==> src/rtl/motor_pkg.sv <==
// motor_pkg: shared types, constants and the slew helper for the motor PWM scheduler
package motor_pkg;
  localparam int DUTY_W = 7;
  localparam int RPM_SHIFT = 6;
  typedef logic [DUTY_W-1:0] duty_t;
  typedef enum logic [1:0] {DISARMED, ARMING, ARMED} state_t;
  function automatic duty_t slew(input duty_t a, input duty_t t, input duty_t step);
    return t > a ? (t - a > step ? a + step : t) : (a - t > step ? a - step : t);
  endfunction
endpackage

==> src/rtl/motor_pwm_sched_rpm_to_duty.sv <==
// rpm_to_duty: combinational RPM to PWM duty conversion with dead band and clamp
module rpm_to_duty
  import motor_pkg::*;
#(
  parameter int RPM_MIN  = 500,
  parameter int DUTY_MAX = 90
) (
  input  logic [15:0] rpm,
  output duty_t       duty
);
  logic [15:0] d;
  assign d = (rpm - 16'(RPM_MIN)) >> RPM_SHIFT;
  assign duty = rpm <= 16'(RPM_MIN) ? '0 : d > 16'(DUTY_MAX) ? duty_t'(DUTY_MAX) : duty_t'(d);
endmodule

==> src/rtl/motor_pwm_sched.sv <==
// motor_pwm_sched: four-channel motor PWM scheduler with arming, slew limiting and command-loss failsafe
module motor_pwm_sched
  import motor_pkg::*;
#(
  parameter int NUM_MOT         = 4,
  parameter int PRESC_DIV       = 25,
  parameter int PERIOD_CNT      = 100,
  parameter int DUTY_MAX        = 90,
  parameter int RPM_MIN         = 500,
  parameter int SLEW_STEP       = 10,
  parameter int ARM_PERIODS     = 8,
  parameter int TIMEOUT_PERIODS = 50
) (
  input  logic                       clk,
  input  logic                       reset,
  input  logic                       arm_req,
  input  logic                       disarm_req,
  input  logic                       rpm_valid,
  output logic                       rpm_ready,
  input  logic [$clog2(NUM_MOT)-1:0] rpm_id,
  input  logic [15:0]                rpm_val,
  output logic [NUM_MOT-1:0]         pwm_o,
  output logic [NUM_MOT*DUTY_W-1:0]  duty_o,
  output logic                       armed,
  output logic                       period_start,
  output logic                       timeout
);
  localparam int IW = $clog2(NUM_MOT);
  localparam int PW = $clog2(PRESC_DIV);
  localparam int CW = $clog2(PERIOD_CNT);
  localparam int AW = $clog2(ARM_PERIODS);
  localparam int WW = $clog2(TIMEOUT_PERIODS + 1);
  state_t state, state_n;
  logic [PW-1:0] presc;
  logic [CW-1:0] pwm_cnt;
  logic [AW-1:0] arm_cnt;
  logic [WW-1:0] wd_cnt;
  logic seen, tick, bnd, acc, fire, clr;
  duty_t conv;
  assign tick = presc == PW'(PRESC_DIV - 1);
  assign bnd = tick && pwm_cnt == CW'(PERIOD_CNT - 1);
  assign armed = state == ARMED;
  assign rpm_ready = armed;
  assign acc = rpm_valid && rpm_ready;
  assign clr = disarm_req || state == DISARMED;
  // seen marks an accept earlier in the current period, so that period does not count as idle
  assign fire = armed && bnd && !acc && !seen && wd_cnt == WW'(TIMEOUT_PERIODS - 1);
  rpm_to_duty #(.RPM_MIN(RPM_MIN), .DUTY_MAX(DUTY_MAX)) u_conv (
    .rpm (rpm_val),
    .duty(conv)
  );
  always_comb begin
    state_n = disarm_req ? DISARMED :
              (state == DISARMED && arm_req) ? ARMING :
              (state == ARMING && bnd && arm_cnt == AW'(ARM_PERIODS - 1)) ? ARMED : state;
  end
  always_ff @(posedge clk or posedge reset) begin
    if (reset) state <= DISARMED;
    else state <= state_n;
  end
  always_ff @(posedge clk or posedge reset) begin
    if (reset) begin
      presc <= '0;
      pwm_cnt <= '0;
      arm_cnt <= '0;
      period_start <= 1'b0;
    end else if (disarm_req) begin
      presc <= '0;
      pwm_cnt <= '0;
      arm_cnt <= '0;
      period_start <= 1'b0;
    end else begin
      presc <= tick ? '0 : presc + 1'b1;
      pwm_cnt <= bnd ? '0 : tick ? pwm_cnt + 1'b1 : pwm_cnt;
      arm_cnt <= state != ARMING ? '0 : bnd ? arm_cnt + 1'b1 : arm_cnt;
      period_start <= bnd;
    end
  end
  always_ff @(posedge clk or posedge reset) begin
    if (reset) begin
      wd_cnt <= '0;
      seen <= 1'b0;
      timeout <= 1'b0;
    end else if (disarm_req || !armed) begin
      wd_cnt <= '0;
      seen <= 1'b0;
      timeout <= 1'b0;
    end else if (acc) begin
      wd_cnt <= '0;
      seen <= !bnd;
      timeout <= 1'b0;
    end else if (bnd) begin
      wd_cnt <= seen ? '0 : wd_cnt == WW'(TIMEOUT_PERIODS) ? wd_cnt : wd_cnt + 1'b1;
      seen <= 1'b0;
      timeout <= timeout || fire;
    end
  end
  for (genvar i = 0; i < NUM_MOT; i++) begin : g_ch
    duty_t act, tgt;
    // an accept on a boundary edge lands in tgt after the slew has already sampled the old value
    always_ff @(posedge clk or posedge reset) begin
      if (reset) begin
        act <= '0;
        tgt <= '0;
      end else if (clr) begin
        act <= '0;
        tgt <= '0;
      end else begin
        if (bnd) act <= slew(act, tgt, duty_t'(SLEW_STEP));
        if (fire) tgt <= '0;
        else if (acc && rpm_id == IW'(i)) tgt <= conv;
      end
    end
    assign pwm_o[i] = armed && 32'(pwm_cnt) < 32'(act);
    assign duty_o[i*DUTY_W +: DUTY_W] = act;
  end
endmodule
==> config.mk <==
export PLATFORM = sky130hd
export DESIGN_NAME = motor_pwm_sched
export DESIGN_NICKNAME = d
export VERILOG_FILES = /design/src/rtl/motor_pkg.sv /design/src/rtl/motor_pwm_sched_rpm_to_duty.sv /design/src/rtl/motor_pwm_sched.sv
export SDC_FILE = /design/constraint.sdc
export NUM_CORES = 1
export LEC_CHECK = 0
export BUFFER_PORTS_ARGS = -buffer_cell sky130_fd_sc_hd__buf_2
export CORE_MARGIN = 4
export CORE_UTILIZATION = 50
export DETAILED_ROUTE_END_ITERATION = 12
export HOLD_SLACK_MARGIN = 0.02
export PLACE_DENSITY = 0.71
export SYNTH_ARGS = -nofsm -noshare
export SYNTH_HDL_FRONTEND = slang
export SYNTH_HIERARCHICAL = 1
export SYNTH_SLANG_ARGS = --single-unit
==> constraint.sdc <==
create_clock -name clk -period 2.8 [get_ports clk]
set_input_delay 0 -clock clk [delete_from_list [all_inputs] [get_ports clk]]
set_output_delay 0 -clock clk [all_outputs]
set_load 0.005 [all_outputs]
# Word level (Yosys, flattened, before mapping)
# Index checks and enable logic that the tools add are counted.
dict set report word_totals {
  regBits 82
  input_bits 23
  out_inout_bits 36
  wordCells 160
}
dict set report op_classes {
  n_addsub 21
  n_lt_le_gt_ge 18
  eq_ne 12
  n_mux 57
  reduce_logical 36
}
# operator n
set op_table {}
lappend op_table {{2-to-1 mux 7 bit} 37}
lappend op_table {{> comparator 7 x 4 -> 1 bit (second input constant)} 8}
lappend op_table {{subtractor 7 bit} 8}
lappend op_table {{2-to-1 mux 6 bit} 5}
lappend op_table {{adder 7 x 4 -> 7 bit (second input constant)} 4}
lappend op_table {{> comparator 7 bit} 4}
lappend op_table {{< comparator 7 bit} 4}
lappend op_table {{subtractor 7 x 4 -> 7 bit (second input constant)} 4}
lappend op_table {{nonzero test 3 bit} 8}
lappend op_table {{logical AND 1 bit} 17}
lappend op_table {{<= comparator 16 x 9 -> 1 bit (second input constant)} 1}
lappend op_table {{subtractor 16 x 9 -> 16 bit (second input constant)} 1}
lappend op_table {{== test 6 bit (second input constant)} 2}
lappend op_table {{> comparator 10 x 7 -> 1 bit (second input constant)} 1}
lappend op_table {{2-to-1 mux 5 bit} 2}
lappend op_table {{2-to-1 mux 3 bit} 3}
lappend op_table {{adder 7 x 1 -> 7 bit (second input constant)} 1}
lappend op_table {{== test 7 bit (second input constant)} 1}
lappend op_table {{2-to-1 mux 1 bit} 7}
lappend op_table {{adder 6 x 1 -> 6 bit (second input constant)} 1}
lappend op_table {{== test 2 bit (second input constant)} 3}
lappend op_table {{2-to-1 mux 2 bit} 3}
lappend op_table {{adder 5 x 1 -> 5 bit (second input constant)} 1}
lappend op_table {{== test 5 bit (second input constant)} 1}
lappend op_table {{10 further kinds} 17}

# Longest topological paths before layout
dict set report depth {
  word_depth 10
  ltp_mapped 11
  ltp_nobuf 11
}

# Hierarchy
# The synthesis kept the hierarchy.
# module instances cells_per_inst area_per_inst_um2 seq_area_each_um2
set modules_own_cells {}
lappend modules_own_cells {motor_pwm_sched 1 919 7751.2 2052.0}
lappend modules_own_cells {rpm_to_duty 1 42 321.6 0.0}

# Worst setup path before layout
# OpenSTA, ideal clock, no wires.
dict set report synth_timing {
  kind {register to register}
  from {reg g_ch[1].act[3]}
  to {reg g_ch[1].act[6]}
  setup_time_ps 135
  arrival_time_ps 2548
  t_required_ps 2665
  slack_ps 117
  stages_incl_launch_ff 12
  path_buffers 2
  period_less_slack_ps 2683
  cell_sequence {dfrtp_1 -> clkbuf_1 -> inv_1 -> ha_1 -> buf_2 -> o21ai_0 -> a21oi_1 -> o311ai_1 -> a221oi_1 -> o21bai_1 -> nor3b_1 -> o31ai_1}
}
dict set report synth_via {
  elab_chain_len 6
  elab_cells_between_ends 12
  classes_between {add/sub (4); order compare (3); mux (5)}
}
# item line_no
set synth_rtl {}
lappend synth_rtl {{start, declared} motor_pwm_sched.sv:99} ;# duty_t act, tgt;
lappend synth_rtl {{start signal, assigned} motor_pwm_sched.sv:109} ;# if (bnd) act <= slew(act, tgt, duty_t'(SLEW_STEP));
lappend synth_rtl {{subtractor 7 bit} motor_pkg.sv:8} ;# return t > a ? (t - a > step ? a + step : t) : (a - t > step ? a - step : t);
lappend synth_rtl {{> comparator 7 x 4 -> 1 bit} motor_pkg.sv:8}
lappend synth_rtl {{2-to-1 mux 7 bit} motor_pkg.sv:8}
lappend synth_rtl {{2-to-1 mux 7 bit *} motor_pkg.sv:8}
lappend synth_rtl {{2-to-1 mux 7 bit *} motor_pwm_sched.sv:109}
lappend synth_rtl {{2-to-1 mux 7 bit *} motor_pwm_sched.sv:105} ;# end else if (clr) begin
# Mark *: on every way between the ends. The rest lies on a longest branch, timed or not. The select of a mux whose other input is x is not followed.
# A chain may end at the register's enable or synchronous reset.

# Final worst setup path
dict set report layout_timing {
  from {reg g_ch[3].act[0]}
  to {reg g_ch[3].act[2]}
}
dict set report layout_via {
  elab_chain_len 6
  elab_cells_between_ends 12
  classes_between {add/sub (4); order compare (3); mux (5)}
}
# item line_no
set layout_rtl {}
lappend layout_rtl {{start, declared} motor_pwm_sched.sv:99}
lappend layout_rtl {{start signal, assigned} motor_pwm_sched.sv:109}
lappend layout_rtl {{subtractor 7 bit} motor_pkg.sv:8}
lappend layout_rtl {{> comparator 7 x 4 -> 1 bit} motor_pkg.sv:8}
lappend layout_rtl {{2-to-1 mux 7 bit} motor_pkg.sv:8}
lappend layout_rtl {{2-to-1 mux 7 bit *} motor_pkg.sv:8}
lappend layout_rtl {{2-to-1 mux 7 bit *} motor_pwm_sched.sv:109}
lappend layout_rtl {{2-to-1 mux 7 bit *} motor_pwm_sched.sv:105}
# Marked as above.

==> flow_metrics.tcl <==
set metrics [dict create \
    hold_viol 0 \
    seq_area_frac_synth 0.2542 \
    hold_depth 3 \
    start_util 0.5100 \
    maxCapViolCount 0 \
    ys_warn_count 6 \
    cp_data_required_time_ps 3060 \
    setup_viol 0 \
    r2r-start "g_ch[3].act[0]$_DFFE_PP0P_" \
    layout_commonest_cell "nor2_1" \
    final_antenna_net_count 0 \
    htree_levels 3 \
    chipWidth_um 135.1 \
    netlist_instances 961 \
    worst-r2r-cell-count 11 \
    area_growth_syn_to_layout_pct 18.51 \
    clock-sinks 82 \
    wl_per_cell_um 17.29 \
    cp-start-kind "register" \
    fillers 1389 \
    rrSetupSlack_ps 60 \
    clock.fmax_mhz 365.5 \
    nets 1203 \
    fin_skew_ps 7.089 \
    startpoint "g_ch[3].act[0]$_DFFE_PP0P_" \
    critical_path_buf_inv_count 2 \
    synth_top_flop_cell "dfrtp_1" \
    hold_path.class "in2reg" \
    yosys.area.top_type_share 0.2542 \
    cpPeakStageDelay_ps 420 \
    crit_fanout 6 \
    cp.arrival_ps 3000 \
    final_layout_size_suffix_gt1_frac 0.1954 \
    cts_tree "built" \
    synthArstFlopShare 1.000 \
    p_leak_nw 4.239 \
    syn_area_sq_um 8073 \
    tightest_slew_ps 841.8 \
    rows 46 \
    first_iter_violations 677 \
    diodes 0 \
    multiInputGateArea_sq_um 5707 \
    maxSlewHeadroom 0.4382 \
    design_area_sq_um 9567 \
    gp_congestion 0.8843 \
    port_buffers 58 \
    fp.dieArea_sq_um 18240 \
    path_common_cell "inv_1" \
    clockBufferDepth 2 \
    seqCellArea_sq_um 2052 \
    finalPower_mw 2.616 \
    drc_errors 0 \
    grt_pass1_vias 7342 \
    grt.overflow.total 0 \
    synth_edf_count 0 \
    synthesis.nets 1084 \
    hold_end "g_ch[1].tgt[1]$_DFFE_PP0P_" \
    worstSetupPathType "reg2reg" \
    grt_pass1_wl_mm 36.98 \
    ys_types 77 \
    fp.dieH_um 135.1 \
    grt_max_degree 46 \
    drv_slew 0 \
    cts_buffers 9 \
    clock_latency_ps 350 \
    cp.depth 11 \
    layout_setup_ws_ps 64.17 \
    rsz0062_at_grt "yes" \
    io_pins 59 \
    critPathCaptureType "register" \
    cts-root-buf "clkbuf_16" \
    post-route-period-util 0.9771 \
    dp_cells 1280 \
    stdcell_count 1301 \
    ir_drop_v 0.0002920 \
    power_density_nw_per_um2 273.5 \
    ys_seq_elements 82 \
    cp_cell_sequence "inv_1 -> ha_1 -> inv_1 -> fa_1 -> a211oi_2 -> nor2_1 -> xor2_1 -> a221o_1 -> o21ba_2 -> o211a_1 -> o31ai_1" \
    place_hpwl_mm 16.56 \
    path_clk_slew_ps 70 \
    placed_cell_area_sq_um 9082 \
    core_area_sq_um 15830 \
    min-delay-start "rpm_id[0]" \
    drt-pass1-iter-count 5 \
    r2r_end "g_ch[3].act[2]$_DFFE_PP0P_" \
    path_delay_family "compound AO/OA/AOI/OAI gates" \
    routed_via_density 5.872 \
    synthTopCellsByArea "dfrtp_1 (25%), ha_1 (14%), nor2_1 (4.6%), xnor2_1 (4.3%), a21oi_1 (3.8%)" \
    wirelength_mm 22.50 \
    status "complete, no violations" \
    antenna_found_initial 0 \
    synth_top_cell_by_area "dfrtp_1" \
    grt_usage 0.2495 \
    final_cell_mix "nor2_1 (99), ha_1 (90), dfrtp_1 (82), buf_4 (78), inv_1 (73)" \
    vias 7640 \
    critPathSlowestCell "dfrtp_1" \
    syn-mean-instance-area_sq_um 8.400 \
    postCtsSetupBuffers 0 \
    fin_crit_ps 2736 \
    dp_slack_ps 7.958 \
]
-- area by class of cell --
type / instances / share of cell area
Inverter: 74 / 0.02917
Clock inverter: 5 / 0.006278
Clock buffer: 11 / 0.02642
Tap cell: 216 / 0.02825
Sequential cell: 82 / 0.2145
Timing Repair Buffer: 142 / 0.09888
Multi-Input combinational cell: 771 / 0.5965
-- stage by stage --
step | utilization | setup TNS (ps) | hold slack, ps
floorplan | - | 0 | 130.8
detailed placement | 0.5738 | 0 | 183.4
global placement | 0.5738 | 0 | 180.8
finish | 0.6044 | 0 | 46.17
global route | 0.6044 | -704.5 | 47.15
CTS | 0.5970 | 0 | 29.05
-- repair_timing --
| item | in CTS | in global routing |
|---|---|---|
| hold buffers | 5 | 0 |
| pin swaps | 0 | 2 |
| gates cloned | 0 | 0 |
| endpoints found under the hold margin | 51 | 0 |
| setup endpoints to repair | 1 | 26 |
| gates resized for setup | 1 | 26 |
-- cell usage after synthesis (all sizes together), types with 4 or more instances --
library cell and number:
a221oi 5, a221o 7, o31ai 9, o21ai 55, o21a 9, ha 92
or2 14, mux2i 28, clkbuf 18, nor2 100, a211oi 21, nand3 33
and2 5, a2111oi 4, nand4 12, xnor2 40, nand2b 16, fa 8
a21oi 62, o22ai 7, a21o 24, nor3b 4, o311ai 10, o221ai 6
buf 16, or3 11, xor2 31, a31oi 9, inv 74, o21bai 8
dfrtp 82, nand2 63, nor3 22, o211ai 5, nor4 5
-- worst reg2reg max path: cells and delay by family (launching register included) --
family,cells,cell delay (ps)
buffers and inverters,2,120
AO/OA/AOI/OAI,5,1310
AND/OR/NAND/NOR,1,90
adder cells (fa/ha/maj),2,560
flip-flops,1,420
XOR/XNOR,1,140
-- state kept, by name, indices dropped and copies added (netlist names) --
name          flops
seen              1
period_start      1
wd_cnt            6
timeout           1
g_ch.tgt         28
presc             5
pwm_cnt           7
g_ch.act         28
state             2
arm_cnt           3
-- logic make-up after synthesis --
logic type / count (synthesis) / share of synthesized area
and+or+nand+nor: 303 / 0.1894
AOI/OAI and AO/OA: 266 / 0.2238
buffers and inverters: 108 / 0.05425
adders and majority gates: 100 / 0.1624
DFF: 82 / 0.2542
xor gates and xnor gates: 71 / 0.07703
muxes: 31 / 0.03890
-- how the worst max path moves through the flow --
stage	to	slack, ps
floorplan	g_ch[1].act[6]$_DFFE_PP0P_	120
finish	g_ch[3].act[2]$_DFFE_PP0P_	60
global route	g_ch[2].act[6]$_DFFE_PP0P_	-100
global placement	g_ch[3].act[2]$_DFFE_PP0P_	110
detailed placement	g_ch[2].act[6]$_DFFE_PP0P_	8
CTS	pwm_o[0]	20
-- report_power, final --
group | total (mW) | internal [mW] | leakage, nW | switching [mW]
Combinational | 0.147 | 0.0492 | 2.94 | 0.0983
Sequential | 1.19 | 1.19 | 1.14 | 0.00468
Clock | 1.27 | 0.744 | 0.152 | 0.531
Total | 2.62 | 1.98 | 4.24 | 0.634
-- metal layers --
metal / track usage / up-vias / share of wire
met2: 0.4086 / 259 / 0.47
li1: - / 3689 / -
met4: 0.07167 / 0 / 0.017
met3: 0.03055 / 33 / 0.055
met5: 0 / - / 0
met1: 0.3492 / 3659 / 0.45
(Power assumes the default switching activity.)
